==> src/rtl/if_id_buffer_pkg.sv <==
// Shared fetch/decode pipeline definitions: the IF/ID beat type, the
// bubble constants and the state encoding of the IF/ID skid buffer.
package if_id_buffer_pkg;

  // One fetched beat as handed from fetch to decode.
  typedef struct packed {
    logic [31:0] pc;
    logic [31:0] instr;
  } if_id_flow_t;

  // addi x0,x0,0 : the canonical RISC-V NOP used as a bubble.
  localparam logic [31:0] IF_ID_NOP_INSTR = 32'h0000_0013;

  // pc shown alongside the bubble instruction.
  localparam logic [31:0] IF_ID_BUBBLE_PC = 32'h0000_0000;

  // Occupancy of the two-entry buffer.
  typedef enum logic [1:0] {
    EMPTY = 2'd0,
    ONE   = 2'd1,
    TWO   = 2'd2
  } if_id_buf_state_t;

  // Build the beat presented to decode when no real instruction is held.
  function automatic if_id_flow_t make_bubble(input logic [31:0] pc,
                                              input logic [31:0] instr);
    if_id_flow_t b;
    b.pc    = pc;
    b.instr = instr;
    return b;
  endfunction

endpackage

==> src/rtl/if_id_buffer_skid.sv <==
// Skid entry of the IF/ID buffer: a plain load-enabled data register.
// Its validity is tracked by the owning buffer's state, so it carries no
// reset; its contents are only ever observed after a qualified load.
module if_id_buffer_skid #(
  parameter int W = 64
) (
  input  logic         clk,
  input  logic         load,
  input  logic [W-1:0] d,
  output logic [W-1:0] q
);

  logic [W-1:0] data_reg;

  // Capture the incoming beat only when the buffer parks it here.
  always_ff @(posedge clk) begin
    if (load) begin
      data_reg <= d;
    end
  end

  assign q = data_reg;

endmodule

==> src/rtl/if_id_buffer.sv <==
// IF/ID two-entry skid buffer between fetch and decode.
// Beats enter under in_valid/in_ready and leave in order under
// out_valid/out_ready; a one-cycle decode stall is absorbed by the skid
// entry. in_ready is registered so out_ready never reaches it
// combinationally. flush empties the buffer synchronously. When empty the
// output shows a NOP bubble.
// Optional build macro: IF_ID_STALL_CNT_EN adds the stall_cycles counter.
module if_id_buffer
  import if_id_buffer_pkg::*;
#(
  parameter logic [31:0] NOP_INSTR = IF_ID_NOP_INSTR,
  parameter logic [31:0] BUBBLE_PC = IF_ID_BUBBLE_PC
) (
  input  logic        clk,
  input  logic        reset,
  input  logic        flush,
  input  logic        in_valid,
  output logic        in_ready,
  input  if_id_flow_t inflow,
  output logic        out_valid,
  input  logic        out_ready,
  output if_id_flow_t outflow
`ifdef IF_ID_STALL_CNT_EN
  ,
  output logic [31:0] stall_cycles
`endif
);

  if_id_buf_state_t state_reg;
  if_id_buf_state_t state_next;
  logic             in_ready_reg;

  if_id_flow_t      main_reg;
  if_id_flow_t      main_next;
  logic             main_load;
  logic             skid_load;
  if_id_flow_t      skid_q;

  logic             push;
  logic             pop;

  assign push      = in_valid & in_ready_reg;
  assign pop       = out_valid & out_ready;
  assign out_valid = (state_reg != EMPTY);
  assign in_ready  = in_ready_reg;

  // Next occupancy and which storage entry captures what this cycle.
  always_comb begin
    state_next = state_reg;
    main_load  = 1'b0;
    skid_load  = 1'b0;
    main_next  = inflow;
    if (flush) begin
      state_next = EMPTY;
    end else begin
      case (state_reg)
        EMPTY: begin
          if (push) begin
            state_next = ONE;
            main_load  = 1'b1;
          end
        end
        ONE: begin
          if (push && pop) begin
            main_load = 1'b1;
          end else if (push) begin
            state_next = TWO;
            skid_load  = 1'b1;
          end else if (pop) begin
            state_next = EMPTY;
          end
        end
        TWO: begin
          // in_ready is low here, so only a pop can move the state.
          if (pop) begin
            state_next = ONE;
            main_load  = 1'b1;
            main_next  = skid_q;
          end
        end
        default: begin
          state_next = EMPTY;
        end
      endcase
    end
  end

  // Occupancy and the registered ready; reset forces an idle, ready buffer.
  always_ff @(posedge clk or negedge reset) begin
    if (!reset) begin
      state_reg    <= EMPTY;
      in_ready_reg <= 1'b1;
    end else begin
      state_reg    <= state_next;
      in_ready_reg <= (state_next != TWO);
    end
  end

  // Head entry: loaded from fetch or promoted from the skid entry.
  always_ff @(posedge clk) begin
    if (main_load) begin
      main_reg <= main_next;
    end
  end

  if_id_buffer_skid #(
    .W($bits(if_id_flow_t))
  ) u_skid (
    .clk  (clk),
    .load (skid_load),
    .d    (inflow),
    .q    (skid_q)
  );

  // Present the head beat, or the bubble so stale storage never leaks out.
  always_comb begin
    if (out_valid) begin
      outflow = main_reg;
    end else begin
      outflow = make_bubble(BUBBLE_PC, NOP_INSTR);
    end
  end

`ifdef IF_ID_STALL_CNT_EN
  logic [31:0] stall_cnt_reg;

  // Count cycles where decode holds back a real instruction; wraps freely.
  always_ff @(posedge clk or negedge reset) begin
    if (!reset) begin
      stall_cnt_reg <= 32'd0;
    end else if (out_valid && !out_ready) begin
      stall_cnt_reg <= stall_cnt_reg + 32'd1;
    end
  end

  assign stall_cycles = stall_cnt_reg;
`endif

endmodule

==> config.mk <==
export PLATFORM = sky130hd
export DESIGN_NAME = if_id_buffer
export DESIGN_NICKNAME = d
export VERILOG_FILES = /design/src/rtl/if_id_buffer_pkg.sv /design/src/rtl/if_id_buffer_skid.sv /design/src/rtl/if_id_buffer.sv
export SDC_FILE = /design/constraint.sdc
export NUM_CORES = 1
export LEC_CHECK = 0
export ABC_AREA = 1
export CAP_MARGIN = 0
export CORE_ASPECT_RATIO = 1.4
export CORE_MARGIN = 2
export CORE_UTILIZATION = 40
export CTS_CLUSTER_DIAMETER = 100
export CTS_CLUSTER_SIZE = 24
export DETAILED_ROUTE_END_ITERATION = 10
export PLACE_DENSITY = 0.66
export SLEW_MARGIN = 40
export SYNTH_ARGS = -nofsm -noshare
export SYNTH_HDL_FRONTEND = slang
export SYNTH_SLANG_ARGS = --single-unit
==> constraint.sdc <==
create_clock -name clk -period 14.8 [get_ports clk]
set_input_delay 2.22 -clock clk [delete_from_list [all_inputs] [get_ports clk]]
set_output_delay 2.22 -clock clk [all_outputs]
set_load 0.02 [all_outputs]
==> flow_metrics.env <==
export IMPL_end_kind="primary output"
export IMPL_drt_iter0_drc=241
export IMPL_synth_net_count=567
export IMPL_worst_slew_pin_slew_ns=0.7972
export IMPL_final_setup_tns_ns=0
export IMPL_cts_setup_buffers=0
export IMPL_min_from="u_skid.q[39]"
export IMPL_finClkSkew_ns=0.007640
export IMPL_wl_per_cell_um=14.48
export IMPL_cp_endpoint="outflow[4]"
export IMPL_nNetsFinal=699
export IMPL_grt_pass1_vias=3766
export IMPL_htreeDepth=4
export IMPL_p_leak_nw=3.087
export IMPL_arrival_ns=2.37
export IMPL_start_kind="flop"
export IMPL_rows=51
export IMPL_vias_per_cell=4.630
export IMPL_crit_required_ns=12.58
export IMPL_drv_slew=0
export IMPL_drc=0
export IMPL_critPathLaunch="state_reg[0]"
export IMPL_cts_root_buf="clkbuf_16"
export IMPL_drt_wl_total_mm=11.99
export IMPL_cts_sinks=131
export IMPL_insertion_delay_ns=0.41
export IMPL_grt_pass1_wl_mm=18.81
export IMPL_power_density_nw_per_um2=123.4
export IMPL_fp_dieArea_um2=15010
export IMPL_worst_r2r_path_depth=6
export IMPL_syn_to_final_growth_pct=35.90
export IMPL_ys_ff_latch=131
export IMPL_crit_type="flop to primary output"
export IMPL_setup_viol=0
export IMPL_tritoncts_num_buffers=17
export IMPL_fillCellCount=1243
export IMPL_cts_resized_gates=0
export IMPL_io_pins=135
export IMPL_maxCapViolCount=0
export IMPL_gp_congestion=0.7782
export IMPL_die_w_um=104.1
export IMPL_seq_area_frac_synth_pct=69.86
export IMPL_hold_violations=0
export IMPL_regArea_um2=3920
export IMPL_die_h_um=144.1
export IMPL_multi_input_area_um2=1270
export IMPL_drive_gt1_share_pct=10.26
export IMPL_whs_ns=0.5446
export IMPL_firstDrtPassIters=4
export IMPL_fmax_mhz=217.7
export IMPL_maxSlewHeadroom_pct=46.86
export IMPL_postRouteAntennaNets=0
export IMPL_io_buffers=134
export IMPL_initial_core_util_pct=40.71
export IMPL_critPathMaxFanout=64
export IMPL_synth_warnings=0
export IMPL_postSynthAreaPerCell_um2=11.27
export IMPL_synth_top_cell_area_share_pct=68.49
export IMPL_synth_distinct_cells=22
export IMPL_dpl_hpwl_mm=7.593
export IMPL_min_delay_path_class="flop to flop"
export IMPL_cts_tree="yes"
export IMPL_fin_crit_ns=4.594
export IMPL_layout_worst_path_cycle_share_pct=31.04
export IMPL_status="finished clean"
export IMPL_r2r_start="state_reg[1]"
export IMPL_antenna_found_initial=0
export IMPL_ctsHoldBuffers=0
export IMPL_syn_cell_area_um2=5612
export IMPL_ir_drop_v=0.00008005
export IMPL_path_clk_slew_ns=0.06
export IMPL_grt_use_total_pct=16.27
export IMPL_syn_inst=498
export IMPL_overflow=0
export IMPL_synthTopCellsByArea="edfxtp_1 (68%), nand2_1 (9.1%), inv_1 (4.3%), nor2_1 (4.3%), nand3_1 (3.9%)"
export IMPL_rsz0062_at_grt="no"
export IMPL_yosysTopAreaCell="edfxtp_1"
export IMPL_design_core_area_um2=13780
export IMPL_vias=3834
export IMPL_r2r_slack_ns=12.26
export IMPL_antennaDiodeCount=0
export IMPL_grt_max_degree=66
export IMPL_r2r_end="main_reg[9]"
export IMPL_clockBufferDepth=2
==> final cells by class <==
| type | instances | area share, % |
|---|---|---|
| flip-flops and latches | 131 | 51.40 |
| well taps | 185 | 3.035 |
| multi-input cells | 276 | 16.65 |
| clock buffers | 19 | 5.677 |
| repair buffers | 139 | 18.23 |
| inverters | 65 | 3.199 |
| clock inverters | 13 | 1.805 |
==> layout by cell type (no fill, tap or decap), drive strengths merged, types with 2 or more instances in the layout <==
cell type / Yosys / layout
or2: 3 / 3
clkinvlp: 0 / 3
bufinv: 0 / 2
nor2: 67 / 67
clkbuf: 0 / 19
buf: 26 / 5
inv: 65 / 65
a21oi: 2 / 2
clkdlybuf4s50: 0 / 134
nand3: 64 / 64
edfxtp: 128 / 128
dfrtp: 2 / 2
clkinv: 0 / 8
nand2: 137 / 137
==> worst min path at each step <==
stage	to	slack [ns]	cells past startpoint
2_1_floorplan	main_reg[0]	0.52	2
3_3_place_gp	main_reg[38]	0.53	2
3_5_place_dp	main_reg[33]	0.53	2
4_1_cts	main_reg[33]	0.55	2
5_1_grt	main_reg[39]	0.57	2
6_report	main_reg[39]	0.54	2
==> kinds of logic after synthesis <==
| family | synth area share, % |
|---|---|
| flops | 69.86 |
| buf+inv | 7.915 |
| compound gates | 0.2675 |
| simple gates | 21.96 |
==> power by group <==
group,internal [mW],switching [mW]
clock network,0.247,0.150
logic,0.0506,0.0645
registers,0.425,0.00436
total,0.722,0.219
==> per-layer routing <==
metal	wire length, µm	track usage [%]	vias up
li1	-	-	1887
met1	4688	18.62	1821
met4	217	7.255	0
met2	6485	29.09	109
met3	600	3.876	17
met5	0	0	-
==> per-stage QoR <==
| step | total power, mW | util (%) | instances | instance area, µm² | setup WS [ns] |
|---|---|---|---|---|---|
| after floorplan | 0.4939 | - | 498 | 5612 | 5.650 |
| after global placement | 0.5504 | 51.07 | 796 | 7039 | 9.764 |
| after CTS | 0.9497 | 55.25 | 828 | 7615 | 10.17 |
| after global routing | 0.9773 | 55.33 | 828 | 7626 | 10.09 |
| after detailed placement | 0.5526 | 51.11 | 796 | 7044 | 10.08 |
| final | 0.9413 | 55.33 | 828 | 7626 | 10.21 |
==> cell usage after synthesis <==
master	instances
buf_8	1
nand2_1	136
buf_4	2
inv_2	1
nor2_1	64
edfxtp_1	128
or2_2	3
nand3_2	20
buf_12	2
nor2_4	1
nor2_2	2
o21ai_0	1
buf_6	4
nand2_2	1
and3_1	1
dfstp_2	1
inv_1	64
a21oi_1	2
nor4_1	1
nand3_1	44
dfrtp_1	2
buf_2	17
==> critical path, stage by stage (launching register included) <==
cell and delay [ns]:
dfrtp_1 0.48, nor2_4 0.13, buf_4 0.53, or2_2 0.21, clkdlybuf4s50_1 0.60
Power figures use the tool's default switching activity.
